`config.mk`:
```
export PLATFORM = sky130hd
export DESIGN_NAME = disparity_bram_arbiter
export DESIGN_NICKNAME = d
export VERILOG_FILES = /design/src/rtl/disparity_bram_arbiter_pkg.sv /design/src/rtl/disparity_bram_arbiter_read_tag_pipe.sv /design/src/rtl/disparity_bram_arbiter.sv
export SDC_FILE = /design/constraint.sdc
export NUM_CORES = 1
export LEC_CHECK = 0
export BUFFER_PORTS_ARGS = -buffer_cell sky130_fd_sc_hd__buf_2
export CORE_MARGIN = 2
export CORE_UTILIZATION = 45
export CTS_CLUSTER_DIAMETER = 40
export DETAILED_ROUTE_END_ITERATION = 6
export PLACE_DENSITY = 0.85
export SLEW_MARGIN = 20
export SYNTH_ARGS = -nofsm -noshare
export SYNTH_HDL_FRONTEND = slang
export SYNTH_SLANG_ARGS = --single-unit
export TNS_END_PERCENT = 20
```
`constraint.sdc`:
```
create_clock -name clk_in -period 3.3 [get_ports clk_in]
set_input_delay 0.495 -clock clk_in [delete_from_list [all_inputs] [get_ports clk_in]]
set_output_delay 0.495 -clock clk_in [all_outputs]
set_load 0.05 [all_outputs]
```
`src/rtl/disparity_bram_arbiter_pkg.sv`:
```
`default_nettype none
// ============================================================================
// Module   : disp_arb_pkg
// Purpose  : Shared types and defaults for the disparity BRAM arbiter.
//            Holds the grant encoding, the default BRAM geometry, the
//            statistics counter width and the round-robin decision.
// Revision : 1.0  initial release
// ============================================================================
package disp_arb_pkg;

  typedef enum logic [1:0] {
    GRANT_NONE = 2'd0,
    GRANT_WR   = 2'd1,
    GRANT_RD   = 2'd2
  } grant_e;

  localparam int DISP_DATA_W       = 8;
  localparam int DISP_DEPTH        = 76800;   // 320 x 240 disparity map
  localparam int DISP_READ_LATENCY = 2;
  localparam int STAT_W            = 16;

  // Round-robin between the two requesters. last_was_wr is the pointer:
  // when both request, whoever was not served last wins. A lone requester
  // is always served.
  function automatic grant_e arbitrate(input logic wr_req,
                                       input logic rd_req,
                                       input logic last_was_wr);
    grant_e result;
    result = GRANT_NONE;
    if (wr_req && (!rd_req || !last_was_wr)) begin
      result = GRANT_WR;
    end else if (rd_req) begin
      result = GRANT_RD;
    end
    return result;
  endfunction

endpackage : disp_arb_pkg
`default_nettype wire

```
`src/rtl/disparity_bram_arbiter_read_tag_pipe.sv`:
```
`default_nettype none
// ============================================================================
// Module   : read_tag_pipe
// Purpose  : STAGES-deep single-bit shift register carrying "a read was
//            issued" tags alongside the BRAM read latency.
// Ports    : clk    - clock
//            rst    - asynchronous active-high reset, clears every tag
//            i_tag  - tag inserted into stage 0 on each edge
//            o_tail - last stage; high when the matching read data is due
// Revision : 1.0  initial release
// ============================================================================
module read_tag_pipe #(
  parameter int STAGES = 3
) (
  input  logic clk,
  input  logic rst,
  input  logic i_tag,
  output logic o_tail
);

  logic [STAGES-1:0] r_tags;

  always_ff @(posedge clk or posedge rst) begin
    if (rst) begin
      r_tags <= '0;
    end else begin
      r_tags <= {r_tags[STAGES-2:0], i_tag};
    end
  end

  assign o_tail = r_tags[STAGES-1];

endmodule : read_tag_pipe
`default_nettype wire

```
`src/rtl/disparity_bram_arbiter.sv`:
```
`default_nettype none
// ============================================================================
// Module   : disparity_bram_arbiter
// Purpose  : Shares the single-port disparity result BRAM between the stereo
//            engine (write only) and the UART readout (read only). Round-robin
//            arbitration, one access per cycle, registered BRAM drive and
//            read-return tracking across the BRAM read latency.
// Ports    : clk_in/rst_in              clock, async active-high reset
//            wr_req/addr/data_in        write request (held until granted)
//            wr_grant_out               write accepted this cycle (comb)
//            rd_req/addr_in             read request (held until granted)
//            rd_grant_out               read accepted this cycle (comb)
//            rd_valid_out/rd_data_out   returned read data
//            bram_addr/we/din_out       registered BRAM drive
//            bram_dout_in               BRAM read data
//            addr_err_out               sticky out-of-range flag
//            wr/rd/conflict_count_out   statistics counters
// Config   : define DISPARITY_ARB_STATS_EN to build the saturating
//            statistics counters; otherwise the counter ports read 0.
// Revision : 1.0  initial release
// ============================================================================
module disparity_bram_arbiter
  import disp_arb_pkg::*;
#(
  parameter int DATA_W       = DISP_DATA_W,
  parameter int DEPTH        = DISP_DEPTH,
  parameter int ADDR_W       = $clog2(DEPTH),
  parameter int READ_LATENCY = DISP_READ_LATENCY
) (
  input  logic              clk_in,
  input  logic              rst_in,
  input  logic              wr_req_in,
  input  logic [ADDR_W-1:0] wr_addr_in,
  input  logic [DATA_W-1:0] wr_data_in,
  output logic              wr_grant_out,
  input  logic              rd_req_in,
  input  logic [ADDR_W-1:0] rd_addr_in,
  output logic              rd_grant_out,
  output logic              rd_valid_out,
  output logic [DATA_W-1:0] rd_data_out,
  output logic [ADDR_W-1:0] bram_addr_out,
  output logic              bram_we_out,
  output logic [DATA_W-1:0] bram_din_out,
  input  logic [DATA_W-1:0] bram_dout_in,
  output logic              addr_err_out,
  output logic [STAT_W-1:0] wr_count_out,
  output logic [STAT_W-1:0] rd_count_out,
  output logic [STAT_W-1:0] conflict_count_out
);

  // One extra bit so DEPTH is representable even when it is 2**ADDR_W.
  localparam logic [ADDR_W:0] c_depth_ext = (ADDR_W+1)'(DEPTH);

  grant_e            w_grant;
  logic              w_wr_in_range;
  logic              w_rd_in_range;
  logic              w_tag_in;
  logic              w_tag_tail;

  logic              r_last_wr;      // 1: write was the most recent grant
  logic [ADDR_W-1:0] r_bram_addr;
  logic              r_bram_we;
  logic [DATA_W-1:0] r_bram_din;
  logic              r_addr_err;
  logic [DATA_W-1:0] r_rd_hold;      // last returned read word

  // --------------------------------------------------------------------------
  // Arbitration (combinational, same cycle as the request)
  // --------------------------------------------------------------------------
  assign w_wr_in_range = ({1'b0, wr_addr_in} < c_depth_ext);
  assign w_rd_in_range = ({1'b0, rd_addr_in} < c_depth_ext);

  always_comb begin
    w_grant = arbitrate(wr_req_in, rd_req_in, r_last_wr);
  end

  assign wr_grant_out = (w_grant == GRANT_WR);
  assign rd_grant_out = (w_grant == GRANT_RD);

  // --------------------------------------------------------------------------
  // Issue register. Out-of-range accesses are still granted so the requester
  // never stalls, but they leave the BRAM drive untouched (we stays 0) and
  // only raise the sticky error.
  // --------------------------------------------------------------------------
  always_ff @(posedge clk_in or posedge rst_in) begin
    if (rst_in) begin
      r_last_wr   <= 1'b0;             // read "last" so write is favoured
      r_bram_addr <= '0;
      r_bram_we   <= 1'b0;
      r_bram_din  <= '0;
      r_addr_err  <= 1'b0;
    end else begin
      r_bram_we <= 1'b0;
      case (w_grant)
        GRANT_WR: begin
          r_last_wr <= 1'b1;
          if (w_wr_in_range) begin
            r_bram_addr <= wr_addr_in;
            r_bram_we   <= 1'b1;
            r_bram_din  <= wr_data_in;
          end else begin
            r_addr_err <= 1'b1;
          end
        end
        GRANT_RD: begin
          r_last_wr <= 1'b0;
          if (w_rd_in_range) begin
            r_bram_addr <= rd_addr_in;
            r_bram_din  <= '0;
          end else begin
            r_addr_err <= 1'b1;
          end
        end
        default: begin
        end
      endcase
    end
  end

  assign bram_addr_out = r_bram_addr;
  assign bram_we_out   = r_bram_we;
  assign bram_din_out  = r_bram_din;
  assign addr_err_out  = r_addr_err;

  // --------------------------------------------------------------------------
  // Read return. The tag enters the pipe on the same edge that drives the
  // BRAM address, so after READ_LATENCY+1 stages its tail lines up with the
  // cycle the BRAM output is valid. Data is passed straight through on that
  // cycle and held afterwards.
  // --------------------------------------------------------------------------
  assign w_tag_in = (w_grant == GRANT_RD) && w_rd_in_range;

  read_tag_pipe #(
    .STAGES (READ_LATENCY + 1)
  ) u_read_tag_pipe (
    .clk    (clk_in),
    .rst    (rst_in),
    .i_tag  (w_tag_in),
    .o_tail (w_tag_tail)
  );

  always_ff @(posedge clk_in or posedge rst_in) begin
    if (rst_in) begin
      r_rd_hold <= '0;
    end else if (w_tag_tail) begin
      r_rd_hold <= bram_dout_in;
    end
  end

  assign rd_valid_out = w_tag_tail;
  assign rd_data_out  = w_tag_tail ? bram_dout_in : r_rd_hold;

  // --------------------------------------------------------------------------
  // Statistics
  // --------------------------------------------------------------------------
`ifdef DISPARITY_ARB_STATS_EN
  localparam logic [STAT_W-1:0] c_stat_max = '1;

  logic [STAT_W-1:0] r_wr_count;
  logic [STAT_W-1:0] r_rd_count;
  logic [STAT_W-1:0] r_conflict_count;

  always_ff @(posedge clk_in or posedge rst_in) begin
    if (rst_in) begin
      r_wr_count       <= '0;
      r_rd_count       <= '0;
      r_conflict_count <= '0;
    end else begin
      if ((w_grant == GRANT_WR) && w_wr_in_range && (r_wr_count != c_stat_max)) begin
        r_wr_count <= r_wr_count + 1'b1;
      end
      if ((w_grant == GRANT_RD) && w_rd_in_range && (r_rd_count != c_stat_max)) begin
        r_rd_count <= r_rd_count + 1'b1;
      end
      if (wr_req_in && rd_req_in && (r_conflict_count != c_stat_max)) begin
        r_conflict_count <= r_conflict_count + 1'b1;
      end
    end
  end

  assign wr_count_out       = r_wr_count;
  assign rd_count_out       = r_rd_count;
  assign conflict_count_out = r_conflict_count;
`else
  assign wr_count_out       = '0;
  assign rd_count_out       = '0;
  assign conflict_count_out = '0;
`endif

endmodule : disparity_bram_arbiter
`default_nettype wire

```
[Yosys cells after proc, flatten, opt, wreduce, memory -nomap -nowiden]
Index checks and enable logic that the tools add are counted.
Storage, ports and cells
  register bits after elaboration: 39
  latch bits: 0
  memory bits (writable): 0
  memory bits (read-only): 0
  input port bits: 54
  output and inout bits: 86
  logic and storage cells: 38
  memories kept: 0
Operators by class
  add/sub/neg operators: 0
  multiply operators: 0
  divide/modulo/power cells: 0
  magnitude comparators: 2
  equal/unequal tests: 6
  shift operators: 0
  mux-type cells: 15
  bitwise logic cells: 0
  reductions and logical operators: 8
Operators by type and width (count)
  $lt 17x17->1 const B: 2
  $mux 17: 2
  $pmux 17 s2: 1
  $mux 8: 3
  $pmux 8 s2: 1
  $reduce_and 3->1: 2
  $mux 1: 4
  $mux 2: 2
  $ne 2x1->1 const B: 2
  $ne 2x2->1 const B: 2
  $pmux 1 s2: 2
  $eq 2x1->1 const B: 1
  $eq 2x2->1 const B: 1
  $logic_and 1x1->1: 2
  $logic_not 1->1: 2
  $reduce_bool 2->1: 1
  $logic_or 1x1->1: 1

[Longest topological paths before layout]
Gate-level depths: netlist of run 1.
  depth in word-level cells: 7
  mapped depth: 6
  mapped depth without buffers: 5

[Modules after synthesis]
Synthesis of run 1 repeated with hierarchy kept, for this count alone.
Second synthesis, totals
  cell total of the unflattened synthesis: 166
  area, all modules: 2079.5 µm²
Modules (own cells, without submodules)
  disparity_bram_arbiter: times used 1, cells each 162, area an instance 2000.7 µm², seq. area each 900.9 µm²
  read_tag_pipe: times used 1, cells each 4, area an instance 78.8 µm², seq. area each 75.1 µm²

[Least setup slack after synthesis of run 1]
Ideal clock, no wire load.
  path type: input port to flip-flop
  start: input wr_req_in
  end: register r_bram_addr[16] (netlist: bram_addr_out[16])
  library setup time: 125 ps
  arrival: 2673 ps
  data required time: 3175 ps
  setup slack: 502 ps
  cell stages on the path: 5
  buffers on the path: 1
  cells stage by stage: a21boi_0 > o211a_4 > a311oi_4 > buf_12 > mux2_4
On the way
  word-level cells in the longest chain between the ends: 5
  elaborated cells between the ends (all ways): 9
  classes of those cells: eq/ne: 4; mux: 2; reduce/logical: 3
RTL lines
  start, declared: line disparity_bram_arbiter.sv:32  | input logic wr_req_in,
  $logic_and 1x1->1 (*): line disparity_bram_arbiter_pkg.sv:30  | if (wr_req && (!rd_req || !last_was_wr)) begin
  $mux 2 (*): line disparity_bram_arbiter_pkg.sv:30
  $eq 2x2->1 or $eq 2x1->1 (tied branches): line disparity_bram_arbiter.sv:94  | case (w_grant)
  $ne 2x1->1 (no line) or $reduce_bool 2->1 (tied branches)
  $reduce_and 3->1 (no line)
  end signal, assigned: line disparity_bram_arbiter.sv:98  | r_bram_addr <= wr_addr_in;
  end signal, assigned: line disparity_bram_arbiter.sv:108  | r_bram_addr <= rd_addr_in;
  end, declared: line disparity_bram_arbiter.sv:61  | logic [ADDR_W-1:0] r_bram_addr;
Every way passes the cells marked *; elsewhere a longest branch is shown, timed or not.
A chain may end at the register's enable or synchronous reset.

[Final worst setup path of run 1]
  start: register r_last_wr
  end: output rd_grant_out
On the way
  word-level cells in the longest chain between the ends: 5
RTL lines
  start, declared: line disparity_bram_arbiter.sv:60  | logic r_last_wr;
  start signal, assigned: line disparity_bram_arbiter.sv:87  | r_last_wr <= 1'b0; // read "last" so write is favoured
  start signal, assigned: line disparity_bram_arbiter.sv:96  | r_last_wr <= 1'b1;
  start signal, assigned: line disparity_bram_arbiter.sv:106  | r_last_wr <= 1'b0;
  $logic_not 1->1: line disparity_bram_arbiter_pkg.sv:30
  $logic_or 1x1->1: line disparity_bram_arbiter_pkg.sv:30
  $logic_and 1x1->1: line disparity_bram_arbiter_pkg.sv:30
  $mux 2: line disparity_bram_arbiter_pkg.sv:30
  $eq 2x2->1: line disparity_bram_arbiter.sv:78  | assign rd_grant_out = (w_grant == GRANT_RD);
  end, declared: line disparity_bram_arbiter.sv:38  | output logic rd_grant_out,
Every way passes these cells.

==> impl_metrics.py, run 1 <==
metrics = {
    "run_status": {
        "status": "finished clean",
    },
    "clock_network": {
        "cts_resized": 0,
        "htreeDepth": 2,
        "clk_latency_ns": 0.28,
        "post_cts_buffers": 0,
        "cts.sinks": 39,
        "clkTransAtPathRegs_ns": 0.07,
        "cts_tree": "built",
        "holdBufCountCts": 0,
        "cts_buffers": 5,
        "cts.path.max_buffers": 2,
        "root_buffer": "clkbuf_8",
    },
    "sta": {
        "hold_slack_ns": 0.3062,
        "slew_headroom_pct": 60.06,
        "final_critical_path_setup_slack_ns": 0.9959,
        "clock.fmax_mhz": 434.0,
        "clock_skew_ns": 0.005321,
        "drv_slew": 0,
        "finalSetupTns_ns": 0,
        "timing.final.hold_violations": 0,
        "fin_crit_sh_pct": 69.82,
        "layout_min_cycle_time_ns": 2.304,
        "grt_setup_unrepaired": "no",
        "setup_viol": 0,
        "worstMarginPinSlew_ns": 0.5958,
    },
    "power_and_ir_drop": {
        "pwr-share-clk_pct": 18.6,
        "ir_drop_v": 0.0003617,
        "p_sw_uw": 726.1,
        "power_frac_seq_pct": 37.0,
        "p_int_uw": 897.2,
        "p_leak_nw": 1.335,
        "swShare_pct": 44.73,
        "power_density_nw_per_um2": 646.4,
        "comb_power_share_pct": 44.4,
    },
    "cells_and_area": {
        "nets": 311,
        "drive_gt1_share_pct": 56.98,
        "area_delta_synth_final_pct": 19.39,
        "post-route-util_pct": 56.89,
        "diodes": 0,
        "design_area_um2": 2511,
        "fillers": 398,
    },
    "die": {
        "rows": 24,
        "core_um2": 4414,
        "initial_core_util_pct": 47.65,
        "num_io_pins": 140,
        "die-height_um": 72.37,
        "die_area_um2": 5237,
        "die_w_um": 72.37,
    },
    "worst_hold_path": {
        "hold_class": "primary input to asynchronous set/reset pin",
    },
    "critical_path": {
        "crit_type": "register to primary output",
        "worst_ep_arrival_time_ns": 1.81,
        "end_kind": "primary output",
        "cp_max_fo": 12,
        "worst_setup_path_start_kind": "register",
        "required_ns": 2.80,
    },
    "drt": {
        "drt_pass1_iterations": 4,
        "via_per_inst": 4.594,
        "drt-wirelength-per-cell_um": 13.97,
        "drt-initial-drc-count": 31,
        "drt_wl_total_um": 4331,
        "ant_nets": 0,
        "num_vias": 1424,
        "drc": 0,
    },
    "grt": {
        "track_usage_pct": 17.27,
        "met3_usage_pct": 4.444,
        "grt_max_degree": 40,
        "top_usage_layer": "met2",
        "grt_pass1_vias": 1458,
        "antenna_found_initial": 0,
        "overflow": 0,
        "grt_pass1_wl_um": 6865,
        "use_met1_pct": 18.55,
        "gr-usage-met2_pct": 32.21,
    },
    "yosys": {
        "synth_area_leaders": "dfrtp_1 46%, buf_4 17%, mux2_2 17%",
        "syn_area_per_cell_um2": 13.06,
        "syn_inst": 161,
        "synth_area_um2": 2103,
        "yosys.cell_types.count": 25,
        "yosys_warnings": 0,
        "yosys.area.top_type_share_pct": 46.40,
        "yosys.area.top_type": "dfrtp_1",
        "ys_ff_latch": 39,
        "yosysSeqAreaShare_pct": 46.40,
    },
    "placed_design": {
        "place_area_um2": 2430,
        "gp_congestion": 0.8144,
        "post-place-ws_ns": 1.088,
        "io_buffers": 91,
        "dp_hpwl_um": 3331,
    },
    "job": {
        "maxCapViolCount": 0,
    },
}
-- Yosys cell counts --
| library cell | instances |
|---|---|
| buf_4 | 48 |
| dfrtp_1 | 39 |
| mux2_2 | 32 |
| mux2_4 | 10 |
| a22o_1 | 8 |
| inv_1 | 3 |
| a311o_2 | 2 |
| nand2_1 | 2 |
| a211o_1 | 1 |
| a211oi_1 | 1 |
| a21boi_0 | 1 |
| a21oi_1 | 1 |
| a311oi_4 | 1 |
| and3_1 | 1 |
| buf_1 | 1 |
| buf_12 | 1 |
| buf_2 | 1 |
| clkbuf_1 | 1 |
| conb_1 | 1 |
| nand2b_1 | 1 |
| nand3_1 | 1 |
| nor2_1 | 1 |
| nor3_2 | 1 |
| o211a_4 | 1 |
| o21ai_0 | 1 |
-- per-layer routing --
layer | up-vias | routed length, µm
met5 | - | 0
met4 | 0 | 59
met3 | 7 | 308
met2 | 68 | 2407
met1 | 695 | 1556
li1 | 654 | -
-- registers in the layout (all words and copies together) (netlist names) --
register,flops
bram_addr_out,17
bram_din_out,8
r_rd_hold,8
u_read_tag_pipe.r_tags,3
addr_err_out,1
bram_we_out,1
r_last_wr,1
-- critical path: stages (launching register included) --
cell	delay (ns)
dfrtp_1	0.37
nand2b_1	0.13
nand2_1	0.09
inv_1	0.37
buf_4	0.28
buf_2	0.28
-- power by group through the flow --
stage | Sequential [mW] | Clock, mW | Combinational (mW)
finish | 0.600 | 0.303 | 0.721
detailed placement | 0.607 | 0 | 0.725
global placement | 0.604 | 0 | 0.714
CTS | 0.600 | 0.314 | 0.726
global route | 0.610 | 0.339 | 0.753
floorplan | 0.806 | 0 | 0.423
-- cell families after synthesis --
logic type,count (synthesis),synth area share [%]
AOI/OAI and AO/OA,17,8.091
muxes,42,24.27
and+or+nand+nor,7,1.844
buffers and inverters,55,19.21
other,1,0.1783
DFF,39,46.40
-- per-stage QoR --
step	cells	total power, mW
2_1_floorplan	208	1.229
3_3_place_gp	302	1.318
3_5_place_dp	302	1.332
4_1_cts	310	1.640
5_1_grt	310	1.703
6_report	310	1.623
-- cells in the final DEF (no fill, tap or decap), drive strengths merged, types with 2 or more instances in the layout --
| master | netlist | routed |
|---|---|---|
| a22o | 8 | 8 |
| a311o | 2 | 2 |
| buf | 51 | 94 |
| clkbuf | 1 | 7 |
| clkinv | 0 | 2 |
| conb | 1 | 48 |
| dfrtp | 39 | 39 |
| inv | 3 | 2 |
| mux2 | 42 | 42 |
| nand2 | 2 | 2 |
-- layout make-up --
cell class	count	area, µm²	share of cell area [%]
clock inverters	1	5.005	0.1993
flip-flops and latches	39	975.9	38.86
clock buffers	7	76.32	3.039
repair buffers	94	478.0	19.03
inverters	3	11.26	0.4484
multi-input cells	114	899.6	35.82
well taps	52	65.06	2.591
-- final timing paths --
path | depth (start not counted) | from | end | slack, ns
worst max-delay path | 5 | r_last_wr$_DFFE_PP0P_ | rd_grant_out | 1.0
worst min-delay path | 3 | rst_in | r_rd_hold[2]$_DFF_PP0_ | 0.31
worst max register to register | 6 | r_last_wr$_DFFE_PP0P_ | bram_addr_out[10]$_DFFE_PP0P_ | 1.25
worst min register to register | 0 | u_read_tag_pipe.r_tags[0]$_DFF_PP0_ | u_read_tag_pipe.r_tags[1]$_DFF_PP0_ | 0.35
max in group asynchronous | 3 | rst_in | bram_din_out[3]$_DFFE_PP0P_ | 2.65
min in group clk_in | 0 | u_read_tag_pipe.r_tags[0]$_DFF_PP0_ | u_read_tag_pipe.r_tags[1]$_DFF_PP0_ | 0.35
(Power assumes the default switching activity.)
==> run 2, diff against run 1 <==
--- a/config.mk
+++ b/config.mk
@@ -7,10 +7,10 @@
 export LEC_CHECK = 0
 export BUFFER_PORTS_ARGS = -buffer_cell sky130_fd_sc_hd__buf_2
 export CORE_MARGIN = 2
-export CORE_UTILIZATION = 45
+export CORE_UTILIZATION = 42
 export CTS_CLUSTER_DIAMETER = 40
 export DETAILED_ROUTE_END_ITERATION = 6
-export PLACE_DENSITY = 0.85
+export PLACE_DENSITY = 0.8
 export SLEW_MARGIN = 20
 export SYNTH_ARGS = -nofsm -noshare
 export SYNTH_HDL_FRONTEND = slang
==> constraint.sdc (replaced) <==
create_clock -name clk_in -period 2.4 [get_ports clk_in]
set_input_delay 0.36 -clock clk_in [delete_from_list [all_inputs] [get_ports clk_in]]
set_output_delay 0.36 -clock clk_in [all_outputs]
set_load 0.05 [all_outputs]
==> run 2 against run 1 <==
Compared with the run above:
- design area up 2.1%
- cell count up 4.8%
- combinational power up 38%
- sequential power up 37%
- setup slack worse by 0.56 ns
- power up 41%
- clock-buffer cell count unchanged
- hold slack worse by 0.14 ns
- critical path type is now register to register
- largest cell class unchanged
==> impl_metrics.py, run 2 (synthesized netlist as in run 1, its figures left out) <==
metrics = {
    "run_status": {
        "status": "finished clean",
    },
    "cells_and_area": {
        "area_delta_synth_final_pct": 21.95,
        "final_cell_mix": "91 x buf_2, 48 x conb_1, 39 x dfrtp_1",
        "largest_reg_flops": 17,
        "diodes": 0,
        "fillers": 441,
        "final_common_cell": "buf_2",
        "post-route-util_pct": 53.59,
        "drive_gt1_share_pct": 57.75,
        "fin_cells": 325,
        "nets": 311,
        "design_area_um2": 2565,
    },
    "grt": {
        "track_usage_pct": 15.24,
        "overflow": 0,
        "grt_pass1_wl_um": 6348,
        "grt_max_degree": 40,
        "grt_pass1_vias": 1358,
        "antenna_found_initial": 0,
    },
    "clock_network": {
        "clkTransAtPathRegs_ns": 0.07,
        "cts.path.max_buffers": 2,
        "cts_buffers": 5,
        "holdBufCountCts": 0,
        "cts.sinks": 39,
        "cts_tree": "built",
        "htreeDepth": 2,
        "post_cts_buffers": 0,
        "cts_resized": 0,
        "clk_latency_ns": 0.28,
        "root_buffer": "clkbuf_8",
    },
    "power_and_ir_drop": {
        "pwr-share-clk_pct": 20.8,
        "p_leak_nw": 1.348,
        "comb_power_share_pct": 43.4,
        "swShare_pct": 43.49,
        "power_frac_seq_pct": 35.8,
        "power_density_nw_per_um2": 893.7,
        "p_int_mw": 1.295,
        "ir_drop_v": 0.0004004,
        "p_sw_uw": 997.0,
    },
    "drt": {
        "via_per_inst": 4.360,
        "ant_nets": 0,
        "drt_pass1_iterations": 4,
        "drc": 0,
        "drt_wl_total_um": 4077,
        "num_vias": 1417,
        "drt-initial-drc-count": 21,
        "drt-wirelength-per-cell_um": 12.54,
    },
    "critical_path": {
        "end_kind": "register",
        "cp_max_fo": 15,
        "crit_type": "register to register",
        "worst_setup_path_start_kind": "register",
        "reg2reg_depth": 6,
        "worst_ep_arrival_time_ns": 2.14,
        "required_ns": 2.58,
    },
    "sta": {
        "fin_crit_sh_pct": 81.73,
        "clock.fmax_mhz": 509.8,
        "slew_headroom_pct": 60.94,
        "worstMarginPinSlew_ns": 0.5828,
        "clock_skew_ns": 0.006220,
        "layout_min_cycle_time_ns": 1.961,
        "timing.final.hold_violations": 0,
        "finalSetupTns_ns": 0,
        "setup_viol": 0,
        "drv_slew": 0,
        "grt_setup_unrepaired": "no",
    },
    "die": {
        "num_io_pins": 140,
        "initial_core_util_pct": 43.95,
        "die-height_um": 74.77,
        "rows": 25,
        "die_w_um": 74.77,
        "die_area_um2": 5590,
        "core_um2": 4786,
    },
    "placed_design": {
        "io_buffers": 91,
        "place_inst": 317,
        "dp_hpwl_um": 3223,
        "gp_congestion": 0.8001,
        "place_area_um2": 2461,
    },
    "job": {
        "maxCapViolCount": 0,
    },
    "worst_hold_path": {
        "hold_class": "primary input to asynchronous set/reset pin",
    },
}
-- run 2: cell count changes in the layout (fill, tap and decap cells not counted), sizes merged --
cell / delta
clkinv: -1
clkinvlp: +1
-- run 2: worst max-delay path, stage by stage (launching register included) --
cell and delay [ns]:
dfrtp_1 0.40, nand2b_1 0.17, nand2_1 0.13, inv_1 0.16, a311oi_4 0.44, buf_12 0.22
mux2_2 0.34
-- run 2: layout make-up --
type	count	area (µm²)	share of cell area [%]
timing repair buffer	94	490.5	19.12
sequential	39	975.9	38.05
inverter	3	11.26	0.4390
multi-input combinational	114	899.6	35.07
clock buffer	7	96.34	3.756
tap	67	83.83	3.268
clock inverter	1	7.507	0.2927
-- run 2: power by group through the flow --
stage	registers (mW)	clock network [mW]	logic, mW
floorplan	1.11	0	0.582
global placement	0.831	0	0.988
detailed placement	0.833	0	1.00
CTS	0.823	0.499	1.00
global route	0.836	0.525	1.04
finish	0.821	0.476	0.995
-- run 2: through the flow --
stage	hold WS [ns]	power, mW	worst slack, ns
after global placement	0.3312	1.819	0.4074
after global routing	0.2128	2.406	0.3052
after CTS	0.1828	2.324	0.4202
final	0.1668	2.292	0.4385
after detailed placement	0.3356	1.835	0.3573
after floorplan	0.3312	1.690	0.1838
-- run 2: worst paths after layout --
kind	start	to	slack [ns]
worst max-delay path	r_last_wr$_DFFE_PP0P_	bram_addr_out[10]$_DFFE_PP0P_	0.44
worst min register to register	u_read_tag_pipe.r_tags[1]$_DFF_PP0_	u_read_tag_pipe.r_tags[2]$_DFF_PP0_	0.35
max in group asynchronous	rst_in	bram_addr_out[6]$_DFFE_PP0P_	1.89
worst min-delay path	rst_in	bram_din_out[6]$_DFFE_PP0P_	0.17
min in group clk_in	wr_data_in[5]	bram_din_out[5]$_DFFE_PP0P_	0.29
worst max register to register	r_last_wr$_DFFE_PP0P_	bram_addr_out[10]$_DFFE_PP0P_	0.44
-- run 2: layer usage --
layer  global-route usage (%)  wire length [µm]  part of all wire (%)  up-vias
met2                    26.65              2122                    52       79
met4                    5.754                64                   1.6        0
li1                         -                 -                     -      651
met3                    4.150               306                   7.5       10
met1                    17.87              1583                    39      677
met5                        0                 0                     0        -
==> run 3, diff against run 2 <==
==> constraint.sdc (replaced) <==
create_clock -name clk_in -period 1.9 [get_ports clk_in]
set_input_delay 0.285 -clock clk_in [delete_from_list [all_inputs] [get_ports clk_in]]
set_output_delay 0.285 -clock clk_in [all_outputs]
set_load 0.05 [all_outputs]
==> run 3 against run 2 <==
Compared with the run above:
- die area unchanged
- register-to-register slack got worse by 0.35 ns
- critical path depth unchanged
- hold slack got worse by 0.061 ns
- setup slack got worse by 0.35 ns
- cell count increased by 0.92%
==> impl_metrics.py, run 3 (synthesized netlist as in run 1, its figures left out) <==
metrics = {
    "run_status": {
        "status": "finished clean",
    },
    "grt": {
        "overflow": 0,
        "track_usage_pct": 14.70,
        "grt_max_degree": 40,
        "grt_pass1_wl_um": 6078,
        "grt_pass1_vias": 1254,
        "antenna_found_initial": 0,
    },
    "critical_path": {
        "worst_setup_path_start_kind": "register",
        "end_kind": "register",
        "worst_ep_arrival_time_ns": 1.98,
        "cp_max_fo": 8,
        "crit_type": "register to register",
        "required_ns": 2.07,
    },
    "sta": {
        "setup_viol": 0,
        "clock_skew_ns": 0.006128,
        "timing.final.hold_violations": 0,
        "grt_setup_unrepaired": "no",
        "layout_min_cycle_time_ns": 1.812,
        "drv_slew": 0,
        "fin_crit_sh_pct": 95.37,
        "finalSetupTns_ns": 0,
        "clock.fmax_mhz": 551.9,
        "hold_slack_ns": 0.1057,
    },
    "die": {
        "initial_core_util_pct": 43.95,
        "rows": 25,
        "core_um2": 4786,
        "die_area_um2": 5590,
        "die_w_um": 74.77,
        "die-height_um": 74.77,
        "num_io_pins": 140,
    },
    "clock_network": {
        "cts.sinks": 39,
        "clk_latency_ns": 0.28,
        "root_buffer": "clkbuf_8",
        "cts.path.max_buffers": 2,
        "cts_buffers": 5,
        "holdBufCountCts": 0,
        "htreeDepth": 2,
        "post_cts_buffers": 0,
        "cts_resized": 0,
        "cts_tree": "built",
        "clkTransAtPathRegs_ns": 0.07,
    },
    "job": {
        "maxCapViolCount": 0,
    },
    "drt": {
        "num_vias": 1382,
        "ant_nets": 0,
        "drt-initial-drc-count": 38,
        "drt_pass1_iterations": 4,
        "drt_wl_total_um": 4018,
        "drt-wirelength-per-cell_um": 12.25,
        "via_per_inst": 4.213,
        "drc": 0,
    },
    "power_and_ir_drop": {
        "power_density_nw_per_um2": 1093,
        "p_leak_nw": 1.363,
        "total_power_mw": 2.813,
        "ir_drop_v": 0.0005384,
    },
    "cells_and_area": {
        "final_common_cell": "buf_2",
        "drive_gt1_share_pct": 58.24,
        "area_delta_synth_final_pct": 22.43,
        "nets": 316,
        "post-route-util_pct": 53.80,
        "final_cell_mix": "91 x buf_2, 48 x conb_1, 39 x dfrtp_1",
        "diodes": 0,
        "fin_cells": 328,
        "largest_reg_flops": 17,
    },
    "placed_design": {
        "dp_hpwl_um": 3206,
        "gp_congestion": 0.8353,
        "place_inst": 322,
        "io_buffers": 91,
    },
    "worst_hold_path": {
        "hold_class": "primary input to asynchronous set/reset pin",
    },
}
run 3: cell count changes in the layout (fill, tap and decap cells not counted), sizes merged:
cell      change
clkbuf        -1
clkinvlp      -1
clkinv        -1
buf           +5
inv           +1
run 3: per-stage QoR:
stage	area [µm²]	worst slack, ns
finish	2575	0.08797
global route	2575	0.001158
CTS	2575	0.05197
detailed placement	2502	0.02463
global placement	2502	0.04038
floorplan	2291	0.004897
run 3: worst paths after layout:
| path | cells past startpoint | endpoint | start | slack, ns |
|---|---|---|---|---|
| min in group clk_in | 2 | bram_din_out[6]$_DFFE_PP0P_ | wr_data_in[6] | 0.22 |
| max | 6 | bram_din_out[0]$_DFFE_PP0P_ | r_last_wr$_DFFE_PP0P_ | 0.09 |
| min | 3 | bram_din_out[6]$_DFFE_PP0P_ | rst_in | 0.11 |
| min reg2reg | 0 | u_read_tag_pipe.r_tags[2]$_DFF_PP0_ | u_read_tag_pipe.r_tags[1]$_DFF_PP0_ | 0.35 |
| max reg2reg | 6 | bram_din_out[0]$_DFFE_PP0P_ | r_last_wr$_DFFE_PP0P_ | 0.09 |
| max in group asynchronous | 3 | bram_addr_out[14]$_DFFE_PP0P_ | rst_in | 1.46 |
run 3: worst max-delay path: stages, from the launching register on:
cell and delay [ns]:
dfrtp_1 0.40, nand2b_1 0.17, nand2_1 0.12, inv_1 0.11, buf_4 0.18, a311o_2 0.45, a22o_1 0.26
run 3: report_power, final:
part           total [mW]  switching [mW]  internal (mW)
clock network       0.503           0.258          0.245
logic                1.27           0.925          0.347
registers            1.04          0.0669          0.972
total                2.81            1.25           1.56
run 3: final cells by class:
cell class	count	area [µm²]
Clock buffer	6	72.57
Timing Repair Buffer	99	528.0
Inverter	3	11.26
Sequential cell	39	975.9
Multi-Input combinational cell	114	903.4
Fill cell	446	2211
Tap cell	67	83.83
run 3: per-layer routing:
metal | track usage, % | up-vias | share of wire, %
met5 | 0 | - | 0
met4 | 4.167 | 0 | 0.77
met3 | 4.953 | 4 | 7.6
met2 | 24.58 | 73 | 52
met1 | 18.20 | 645 | 39
li1 | - | 660 | -
